$ cat src/rtl/seq_pattern_detector.sv
// Moore detector for a runtime-programmable serial pattern on w, with
// overlapping or restart-after-match detection and a saturating match counter.
//
//  state (k)      | meaning
//  ---------------+----------------------------------------------
//  0              | no prefix of the pattern matched
//  1 .. PAT_W-1   | the first k pattern bits are the latest k valid bits
//  PAT_W          | full pattern seen, z high
module seq_pattern_detector #(
   parameter int PAT_W = 4,
   parameter int CNT_W = 8
) (
   input  logic             clk,
   input  logic             rst,
   input  logic             cfg_load,
   input  logic [PAT_W-1:0] cfg_pattern,
   input  logic             cfg_overlap,
   input  logic             cnt_clr,
   input  logic             in_valid,
   input  logic             w,
   output logic             z,
   output logic [CNT_W-1:0] match_count,
   output logic             count_sat
);

   localparam int KW = $clog2(PAT_W + 1);
   localparam logic [KW-1:0] K_FULL = KW'(PAT_W);

   logic [KW-1:0]    k;
   logic [KW-1:0]    k_next;
   logic [PAT_W-1:0] pat_q;
   logic             overlap_q;
   logic [PAT_W-1:0] prefix;
   logic [PAT_W:0]   cand;
   logic [PAT_W:0]   mask;
   logic [CNT_W-1:0] cnt_next;

   // The matched k bits are always the top k pattern bits, so the candidate
   // string is that prefix with w appended; keep the longest suffix that is
   // also a pattern prefix.
   always_comb begin
      k_next = '0;
      prefix = '0;
      cand   = '0;
      mask   = '0;
      if (k == K_FULL && !overlap_q) begin
         k_next = (w == pat_q[PAT_W-1]) ? KW'(1) : '0;
      end else begin
         prefix = pat_q >> (PAT_W - int'(k));
         cand   = {prefix, w};
         for (int j = 1; j <= PAT_W; j++) begin
            mask = {(PAT_W+1){1'b1}} >> (PAT_W + 1 - j);
            if (j <= int'(k) + 1 && (cand & mask) == {1'b0, pat_q >> (PAT_W - j)})
               k_next = KW'(j);
         end
      end
   end

   always_comb begin
      cnt_next = match_count;
      if (cnt_clr)
         cnt_next = '0;
      else if (in_valid && k_next == K_FULL && !count_sat)
         cnt_next = match_count + CNT_W'(1);
   end

   always_ff @(posedge clk or posedge rst) begin
      if (rst) begin
         k           <= '0;
         z           <= 1'b0;
         match_count <= '0;
         count_sat   <= 1'b0;
         pat_q       <= '1;
         overlap_q   <= 1'b1;
      end else if (cfg_load) begin
         pat_q       <= cfg_pattern;
         overlap_q   <= cfg_overlap;
         k           <= '0;
         z           <= 1'b0;
         match_count <= '0;
         count_sat   <= 1'b0;
      end else begin
         if (in_valid) begin
            k <= k_next;
            z <= (k_next == K_FULL);
         end
         match_count <= cnt_next;
         count_sat   <= &cnt_next;
      end
   end

endmodule
$ cat config.mk
export PLATFORM = sky130hd
export DESIGN_NAME = seq_pattern_detector
export DESIGN_NICKNAME = d
export VERILOG_FILES = /design/src/rtl/seq_pattern_detector.sv
export SDC_FILE = /design/constraint.sdc
export NUM_CORES = 1
export LEC_CHECK = 0
export CORE_UTILIZATION = 58
export CTS_BUF_LIST = sky130_fd_sc_hd__clkbuf_16
export DETAILED_ROUTE_END_ITERATION = 8
export PLACE_DENSITY = 0.92
export RECOVER_POWER = 50
export SKIP_LAST_GASP = 1
export SLEW_MARGIN = 20
export SYNTH_ARGS = -nofsm -noshare
export SYNTH_HDL_FRONTEND = slang
export SYNTH_SLANG_ARGS = --single-unit
$ cat constraint.sdc
create_clock -name clk -period 4.4 [get_ports clk]
set_input_delay 0.44 -clock clk [delete_from_list [all_inputs] [get_ports clk]]
set_output_delay 0.44 -clock clk [all_outputs]
set_load 0.02 [all_outputs]
==> results of run 1 <==
==> flip-flops by register name, indices dropped and copies added, names as in the netlist <==
| register | cells |
|---|---|
| count_sat | 1 |
| k | 3 |
| match_count | 8 |
| overlap_q | 1 |
| pat_q | 4 |
| z | 1 |
==> layout by cell type (no fill, tap or decap), types with 2 or more instances in the layout <==
master / synthesis / routed
nand3_1: 5 / 5
o21ai_0: 4 / 4
dfstp_2: 5 / 5
dfrtp_1: 13 / 13
and3_1: 2 / 2
clkbuf_16: 0 / 3
nor2b_1: 4 / 4
dlygate4sd3_1: 0 / 2
nand2_1: 16 / 16
and2_1: 3 / 3
a21oi_1: 6 / 6
mux2_2: 4 / 4
and4b_1: 2 / 2
nor4_1: 2 / 2
nor4b_1: 3 / 3
nand2b_1: 2 / 2
xnor2_1: 5 / 5
clkdlybuf4s50_1: 0 / 18
ha_1: 6 / 6
xor2_1: 8 / 8
nor2_1: 12 / 12
or2_2: 3 / 3
a21o_1: 2 / 2
nand4_1: 9 / 9
inv_1: 7 / 8
==> metrics by stage <==
step	util (%)	instance area, um2	hold WS [ns]	power, mW
6_report	74.6	1680	0.542	0.443
4_1_cts	74.6	1680	0.542	0.442
2_1_floorplan	-	1400	0.375	0.242
5_1_grt	74.6	1680	0.580	0.459
3_5_place_dp	71.1	1600	0.534	0.263
3_3_place_gp	71.1	1600	0.521	0.258
==> power breakdown <==
group,internal [mW],leakage [nW],switching (mW),total [mW]
registers,0.175,0.234,0.00985,0.185
logic,0.0370,0.375,0.0395,0.0765
clock network,0.121,0.0423,0.0608,0.182
==> per-layer routing <==
layer / vias to the layer above / routed length (um) / global-route usage, %
met4: 0 / 53 / 10.6
met3: 6 / 75 / 2.98
li1: 600 / - / -
met2: 28 / 1670 / 48.2
met1: 607 / 1410 / 34.6
met5: - / 0 / 0
==> area by class of cell <==
cell class / count / share of cell area, %
well taps: 28 / 2.08
flip-flops and latches: 18 / 27.2
repair buffers: 21 / 12.4
inverters: 7 / 1.56
multi-input cells: 122 / 52.2
clock inverters: 1 / 0.223
clock buffers: 3 / 4.46
==> worst min path at each step <==
stage,start,to,slack [ns]
floorplan,rst,count_sat$_DFF_PP0_,0.37
detailed placement,z$_DFFE_PP0P_,z$_DFFE_PP0P_,0.53
finish,z$_DFFE_PP0P_,z$_DFFE_PP0P_,0.54
CTS,z$_DFFE_PP0P_,z$_DFFE_PP0P_,0.54
global placement,z$_DFFE_PP0P_,z$_DFFE_PP0P_,0.52
global route,z$_DFFE_PP0P_,z$_DFFE_PP0P_,0.58
==> worst min-delay path: cells and delay by family, from the launching register on <==
| kind | cells | cell delay, ns |
|---|---|---|
| flops | 1 | 0.38 |
| simple gates | 1 | 0.07 |
| compound gates | 1 | 0.06 |
==> cells by family after synthesis <==
logic type | Yosys count | synth area share [%]
adder cells (fa/ha/maj) | 6 | 5.35
XOR/XNOR | 13 | 8.11
AO/OA/AOI/OAI | 27 | 15.6
multiplexers | 6 | 5.53
flip-flops | 18 | 32.5
buffers and inverters | 15 | 4.99
AND/OR/NAND/NOR | 70 | 27.9
==> impl_metrics.json, run 1 <==
{
  "fp-row-count": 17,
  "diodes": 0,
  "ys_dominant_reg_cell": "dfrtp_1",
  "cp.depth": 10,
  "syn_area_per_cell_um2": 9.06,
  "cpMostUsedCell": "ha_1",
  "cpLargestDelayFamily": "compound AO/OA/AOI/OAI gates",
  "synth_edf_count": 0,
  "ios": 21,
  "syn-num-nets": 172,
  "p_leak_nw": 0.651,
  "post-place-ws_ns": 0.902,
  "cts_buffers": 3,
  "wire_per_inst_um": 16.0,
  "cts_num_sinks": 18,
  "post_cts_buffers": 0,
  "path_max_fanout": 16,
  "grtUsageTotal_pct": 27.6,
  "ant_nets": 0,
  "multi_input_area_um2": 877,
  "core_area_mm2": 0.00225,
  "fin_nets": 190,
  "crit_start": "k[0]$_DFFE_PP0P_",
  "cp_slowest_cell": "a2111oi_4",
  "root_buffer": "clkbuf_16",
  "power_density_mw_per_mm2": 263,
  "die-area_mm2": 0.00262,
  "detail_route.vias_per_cell": 6.21,
  "setup_viol": 0,
  "cts_max_path_buffers": 2,
  "area_growth_pct": 19.8,
  "reg2regPathDepth": 10,
  "worstMarginPinSlew_ns": 0.877,
  "finalCriticalPeriod_ns": 3.59,
  "endpoint_kind": "flop",
  "endpoint": "count_sat$_DFF_PP0_",
  "clkSlewWorstSetupHoldPaths_ns": 0.05,
  "worstPathCellList": "inv_1 > ha_1 > ha_1 > or2_2 > o21ai_0 > o2111ai_1 > a2111oi_4 > nand2_1 > mux2i_1 > nor4_1",
  "finClkSkew_ns": 0.00350,
  "hold_buffers": 0,
  "placedCellCount": 196,
  "cts_tree": "built",
  "cpPeakStageDelay_ns": 0.74,
  "dieHeight_um": 51.2,
  "syn-cell-area_mm2": 0.00140,
  "vias": 1241,
  "startpoint_type": "flop",
  "tns_ns": 0,
  "final_cells": 200,
  "drc_errors": 0,
  "maxCapViolations": 0,
  "worstReg2RegStart": "k[0]$_DFFE_PP0P_",
  "grt-ovfl-total": 0,
  "async_flop_share_pct": 100,
  "yosysTopAreaCellShare_pct": 23.2,
  "synth.largest_area_cell": "dfrtp_1",
  "start_util_pct": 62.3,
  "ys_top_cells_by_count": "16 x nand2_1, 13 x dfrtp_1, 12 x nor2_1",
  "grt_pass1_wl_mm": 5.37,
  "cp.required_ns": 4.55,
  "holdPathStages": 2,
  "ctsResizeCount": 0,
  "ir_drop_v": 0.000211,
  "slew_headroom_pct": 41.6,
  "status": "finished, final reports clean",
  "worst-setup-path-type": "reg2reg",
  "port_buffers": 20,
  "fmaxAchievable_ghz": 0.279,
  "crit_arrival_ns": 3.74,
  "grt_pass1_vias": 1199,
  "r2r_end": "count_sat$_DFF_PP0_",
  "dp_hpwl_mm": 2.33,
  "grt_max_degree": 19,
  "timing.reg2reg.setup_slack_ns": 0.81,
  "synth-seq-cells": 18,
  "period_share_pct": 81.5,
  "drv_slew": 0,
  "synthCells": 155,
  "ys_types": 50,
  "htreeDepth": 1,
  "dieWidth_um": 51.2,
  "clock_latency_ns": 0.25,
  "drt-pass1-iter-count": 4,
  "synth_most_common_cell": "nand2_1",
  "antenna_found_initial": 0,
  "fillers": 166,
  "layout-drive-gt1-share_pct": 12.2,
  "drt_wl_total_mm": 3.21,
  "seq_area_um2": 457,
  "gp_congestion": 0.888,
  "synth_warnings": 0,
  "synth_seq_area_share_pct": 32.5,
  "cp_num_buf_inv": 1,
  "drt_iter0_drc": 35,
  "layout_setup_ws_ns": 0.814,
  "rsz0062_at_grt": "false",
  "hold_viol": 0,
  "hp-class": "reg2reg",
  "ys_top_cells_by_area": "dfrtp_1 23%, dfstp_2 9.4%, ha_1 5.3%"
}
(Power assumes the default switching activity.)
==> inputs of run 2 (changes only) <==
--- a/config.mk
+++ b/config.mk
@@ -5,10 +5,10 @@
 export SDC_FILE = /design/constraint.sdc
 export NUM_CORES = 1
 export LEC_CHECK = 0
-export CORE_UTILIZATION = 58
+export CORE_UTILIZATION = 48
 export CTS_BUF_LIST = sky130_fd_sc_hd__clkbuf_16
 export DETAILED_ROUTE_END_ITERATION = 8
-export PLACE_DENSITY = 0.92
+export PLACE_DENSITY = 0.82
 export RECOVER_POWER = 50
 export SKIP_LAST_GASP = 1
 export SLEW_MARGIN = 20
==> constraint.sdc (replaced) <==
create_clock -name clk -period 2.96 [get_ports clk]
set_input_delay 0.296 -clock clk [delete_from_list [all_inputs] [get_ports clk]]
set_output_delay 0.296 -clock clk [all_outputs]
set_load 0.02 [all_outputs]
==> impl_metrics.json, run 2 (same netlist as run 1, synthesis figures left out) <==
{
  "status": "finished, final reports clean",
  "htreeDepth": 1,
  "reg.largest.list": "match_count (8), pat_q (4), k (3)",
  "crit_arrival_ns": 2.99,
  "drc_errors": 0,
  "maxCapViolations": 0,
  "grtUsageTotal_pct": 22.0,
  "vias": 1312,
  "die-area_mm2": 0.00314,
  "wire_per_inst_um": 15.8,
  "design_area_mm2": 0.00177,
  "path_max_fanout": 5,
  "tns_ns": 0,
  "final_cells": 212,
  "antenna_found_initial": 0,
  "layout-drive-gt1-share_pct": 17.7,
  "port_buffers": 20,
  "holdPathStages": 2,
  "met2_usage_pct": 38.6,
  "grt_util_met3_pct": 3.26,
  "grt_pass1_vias": 1292,
  "cp.required_ns": 3.11,
  "fin_util_pct": 64.2,
  "final_cell_mix": "18 x clkdlybuf4s50_1, 16 x nand2_1, 13 x dfrtp_1, 12 x nor2_1",
  "drt_iter0_drc": 62,
  "hold_slack_ns": 0.549,
  "diodes": 0,
  "detail_route.vias_per_cell": 6.19,
  "place_area_mm2": 0.00166,
  "cts_num_sinks": 18,
  "finalCriticalPeriod_ns": 2.84,
  "power_density_mw_per_mm2": 378,
  "worstReg2RegStart": "k[0]$_DFFE_PP0P_",
  "slew_headroom_pct": 51.8,
  "timing.reg2reg.setup_slack_ns": 0.12,
  "worst-setup-path-type": "reg2reg",
  "drv_slew": 0,
  "startpoint_type": "flop",
  "largest_reg_flops": 8,
  "p_switching_mw": 0.168,
  "period_share_pct": 96.1,
  "placedCellCount": 206,
  "dieHeight_um": 56.1,
  "start_util_pct": 50.9,
  "top_register": "match_count",
  "reg2regPathDepth": 11,
  "dp_hpwl_mm": 2.40,
  "finClkSkew_ns": 0.00276,
  "clkSlewWorstSetupHoldPaths_ns": 0.05,
  "endpoint_kind": "flop",
  "power.internal_mw": 0.500,
  "clock_latency_ns": 0.25,
  "fp-row-count": 19,
  "fin_nets": 199,
  "gp_congestion": 0.888,
  "p_leak_nw": 0.694,
  "grt-ovfl-total": 0,
  "dieWidth_um": 56.1,
  "fmaxAchievable_ghz": 0.352,
  "hp-class": "reg2reg",
  "grt_max_degree": 19,
  "seq_power_share_pct": 40.6,
  "cts_max_path_buffers": 2,
  "mostFrequentLayoutCell": "clkdlybuf4s50_1",
  "ir_drop_v": 0.000292,
  "ios": 21,
  "p_sw_share_pct": 25.2,
  "cts_buffers": 3,
  "crit_start": "k[0]$_DFFE_PP0P_",
  "ant_nets": 0,
  "min_to": "z$_DFFE_PP0P_",
  "power_frac_comb_pct": 18.7,
  "area_growth_pct": 26.0,
  "grt_util_met1_pct": 26.7,
  "hold_viol": 0,
  "core_area_mm2": 0.00276,
  "drt-pass1-iter-count": 4,
  "root_buffer": "clkbuf_16",
  "cts_tree": "built",
  "worstMarginPinSlew_ns": 0.722,
  "r2r_end": "count_sat$_DFF_PP0_",
  "drt_wl_total_mm": 3.35,
  "setup_viol": 0,
  "power_frac_clock_pct": 40.7,
  "hold_path.startpoint": "z$_DFFE_PP0P_",
  "grt_pass1_wl_mm": 5.55,
  "top_usage_layer": "met2"
}
==> run 2: cell type report <==
cell class                      count  area (um2)
Tap cell                           31        38.8
Multi-Input combinational cell    122         896
Timing Repair Buffer               30         273
Clock buffer                        3        75.1
Fill cell                         225         988
Clock inverter                      1        3.75
Sequential cell                    18         457
Inverter                            7        26.3
==> run 2: per-stage QoR <==
step / total power [mW] / worst slack [ns]
4_1_cts: 0.668 / 0.0391
3_3_place_gp: 0.392 / 0.180
3_5_place_dp: 0.396 / 0.0745
6_report: 0.668 / 0.117
5_1_grt: 0.698 / -0.0472
2_1_floorplan: 0.360 / 0.119
==> run 2: what timing repair did <==
| item | 4_1_cts | 5_1_grt |
|---|---|---|
| endpoints found under the hold margin | 0 | 0 |
| buffers inserted | 0 | 1 |
| gates resized for setup | 0 | 4 |
| hold buffers | 0 | 0 |
| setup endpoints to repair | 0 | 6 |
==> run 2: power by group through the flow <==
stage	Sequential, mW	Combinational, mW	Clock (mW)
3_3_place_gp	0.275	0.117	0
5_1_grt	0.272	0.138	0.288
6_report	0.271	0.125	0.272
4_1_cts	0.271	0.122	0.275
2_1_floorplan	0.268	0.0925	0
3_5_place_dp	0.275	0.121	0
==> run 2: worst max-delay path: stages, from the launching register on <==
cell and delay [ns]:
dfrtp_1 0.38, inv_1 0.12, ha_1 0.22, ha_4 0.22, or2_2 0.29, o21ai_1 0.16, o2111ai_2 0.17, a2111oi_4 0.41
buf_4 0.21, nand4_1 0.09, and4b_1 0.21, nor4_1 0.26
==> run 2: routing by layer <==
metal | routed length (um) | up-vias
li1 | - | 623
met1 | 1380 | 634
met2 | 1770 | 48
met3 | 137 | 7
met4 | 51 | 0
met5 | 0 | -
==> run 2: worst max-delay path by stage <==
stage / to / slack [ns] / cells after the start
2_1_floorplan: count_sat$_DFF_PP0_ / 0.12 / 11
3_3_place_gp: match_count[2]$_DFF_PP0_ / 0.18 / 11
3_5_place_dp: count_sat$_DFF_PP0_ / 0.07 / 10
4_1_cts: count_sat$_DFF_PP0_ / 0.04 / 10
5_1_grt: count_sat$_DFF_PP0_ / -0.05 / 11
6_report: count_sat$_DFF_PP0_ / 0.12 / 11
==> inputs of run 3 (changes only) <==
--- a/config.mk
+++ b/config.mk
@@ -5,10 +5,11 @@
 export SDC_FILE = /design/constraint.sdc
 export NUM_CORES = 1
 export LEC_CHECK = 0
-export CORE_UTILIZATION = 48
+export CORE_UTILIZATION = 56
 export CTS_BUF_LIST = sky130_fd_sc_hd__clkbuf_16
 export DETAILED_ROUTE_END_ITERATION = 8
-export PLACE_DENSITY = 0.82
+export DONT_BUFFER_PORTS = 1
+export PLACE_DENSITY = 0.81
 export RECOVER_POWER = 50
 export SKIP_LAST_GASP = 1
 export SLEW_MARGIN = 20
==> impl_metrics.json, run 3 (same netlist as run 1, synthesis figures left out) <==
{
  "diodes": 0,
  "fmaxAchievable_ghz": 0.349,
  "hold_viol": 0,
  "ios": 21,
  "drt_iter0_drc": 28,
  "cp.required_ns": 3.11,
  "final_cell_mix": "16 x nand2_1, 13 x dfrtp_1, 12 x nor2_1, 9 x nand4_1",
  "worstMarginPinSlew_ns": 0.657,
  "p_switching_mw": 0.170,
  "hold_slack_ns": 0.0223,
  "area_growth_pct": 15.2,
  "power.internal_mw": 0.495,
  "grt_pass1_vias": 1130,
  "dieHeight_um": 52.1,
  "met1Wirelength_mm": 1.34,
  "power_frac_comb_pct": 18.2,
  "dp_hpwl_mm": 2.31,
  "hold_buffers": 0,
  "fin_nets": 179,
  "ant_nets": 0,
  "startpoint_type": "flop",
  "reg2regPathDepth": 10,
  "gp_congestion": 0.866,
  "detail_route.vias_per_cell": 6.46,
  "wire_per_inst_um": 17.8,
  "cts_max_path_buffers": 2,
  "grt_max_degree": 19,
  "finClkSkew_ns": 0.00503,
  "htreeDepth": 1,
  "grtUsageTotal_pct": 26.3,
  "status": "finished, final reports clean",
  "mostFrequentLayoutCell": "nand2_1",
  "hp-class": "in2async",
  "vias": 1220,
  "drc_errors": 0,
  "seq_power_share_pct": 40.7,
  "crit_start": "k[0]$_DFFE_PP0P_",
  "worstReg2RegStart": "k[0]$_DFFE_PP0P_",
  "rsz0062_at_grt": "false",
  "endpoint_kind": "flop",
  "grt-ovfl-total": 0,
  "dieWidth_um": 52.1,
  "period_share_pct": 96.9,
  "largest_reg_flops": 8,
  "start_util_pct": 61.1,
  "drt-pass1-iter-count": 4,
  "drv_slew": 0,
  "p_sw_share_pct": 25.6,
  "root_buffer": "clkbuf_16",
  "die-area_mm2": 0.00271,
  "path_max_fanout": 7,
  "timing.reg2reg.setup_slack_ns": 0.09,
  "cts_buffers": 3,
  "crit_arrival_ns": 3.02,
  "fp-row-count": 17,
  "r2r_end": "count_sat$_DFF_PP0_",
  "antenna_found_initial": 0,
  "reg.largest.list": "match_count (8), pat_q (4), k (3)",
  "layout-drive-gt1-share_pct": 21.7,
  "drt_wl_total_mm": 3.37,
  "p_leak_nw": 0.628,
  "slew_headroom_pct": 56.1,
  "topRoutingLayerUsed": "met4",
  "cts_tree": "built",
  "cts_num_sinks": 18,
  "wl_met2_mm": 1.82,
  "tns_ns": 0,
  "clock_latency_ns": 0.25,
  "port_buffers": 0,
  "cp_slowest_cell": "a2111oi_4",
  "fillers": 178,
  "finalCriticalPeriod_ns": 2.87,
  "setup_viol": 0,
  "power_density_mw_per_mm2": 411,
  "cpPeakStageDelay_ns": 0.45,
  "power_frac_clock_pct": 41.1,
  "worstPathCellList": "inv_2 > ha_4 > mux2_2 > a32oi_2 > or3_4 > a2111oi_4 > clkbuf_16 > nand4_1 > and4b_1 > nor4_2",
  "top_register": "match_count",
  "clkSlewWorstSetupHoldPaths_ns": 0.05,
  "wl_met3_um": 131,
  "ir_drop_v": 0.000419,
  "worst-setup-path-type": "reg2reg",
  "grt_pass1_wl_mm": 5.15,
  "core_area_mm2": 0.00230,
  "maxCapViolations": 0
}
-- run 3: cell types whose count changed in the layout (fill, tap and decap cells not counted), sizes merged --
cell           previous run  this run
clkbuf                    3         4
buf                      10         9
dlygate4sd3               2         0
clkdlybuf4s50            18         0
-- run 3: layer usage --
| metal | global-route usage, % | vias to the layer above |
|---|---|---|
| met2 | 45.3 | 35 |
| li1 | - | 575 |
| met4 | 15.8 | 0 |
| met5 | 0 | - |
| met3 | 4.97 | 10 |
| met1 | 29.7 | 600 |
-- run 3: power by group through the flow --
| stage | Combinational (mW) | Sequential [mW] | Clock, mW |
|---|---|---|---|
| after detailed placement | 0.102 | 0.275 | 0 |
| after global routing | 0.132 | 0.272 | 0.287 |
| final | 0.121 | 0.270 | 0.273 |
| after CTS | 0.103 | 0.271 | 0.279 |
| after floorplan | 0.0925 | 0.268 | 0 |
| after global placement | 0.0976 | 0.275 | 0 |
-- run 3: how the worst max path moves through the flow --
stage / depth (start not counted) / endpoint / slack, ns
after floorplan: 11 / count_sat$_DFF_PP0_ / 0.12
after global placement: 11 / count_sat$_DFF_PP0_ / 0.24
after detailed placement: 11 / count_sat$_DFF_PP0_ / 0.12
after CTS: 11 / count_sat$_DFF_PP0_ / 0.07
after global routing: 10 / count_sat$_DFF_PP0_ / 0.01
final: 10 / count_sat$_DFF_PP0_ / 0.09
-- run 3: area by class of cell --
cell class	count	area (um2)	area share, %
inverter	7	26.3	1.62
clock inverter	1	3.75	0.232
clock buffer	3	75.1	4.64
tap	28	35.0	2.17
sequential	18	457	28.2
timing repair buffer	10	96.3	5.96
multi-input combinational	122	925	57.2
-- run 3: worst max-delay path, delay by kind of cell, from the launching register on --
family | cells | cell delay (ns)
AOI/OAI and AO/OA | 2 | 0.59
DFF | 1 | 0.39
and+or+nand+nor | 4 | 0.97
muxes | 1 | 0.23
adders and majority gates | 1 | 0.23
buffers and inverters | 2 | 0.34
-- run 3: stage by stage --
step           instances  worst slack, ns  util, %  power (mW)  area, um2
6_report             189           0.0924     70.4       0.664       1620
5_1_grt              189           0.0113     70.4       0.690       1620
4_1_cts              185           0.0700     66.7       0.653       1530
3_5_place_dp         181            0.124     63.2       0.377       1450
3_3_place_gp         181            0.236     63.2       0.372       1450
2_1_floorplan        155            0.119        -       0.360       1400
-- run 3: timing repair --
item / in CTS / in global routing
setup endpoints to repair: 0 / 1
buffers inserted: 0 / 3
resized for setup: 0 / 12
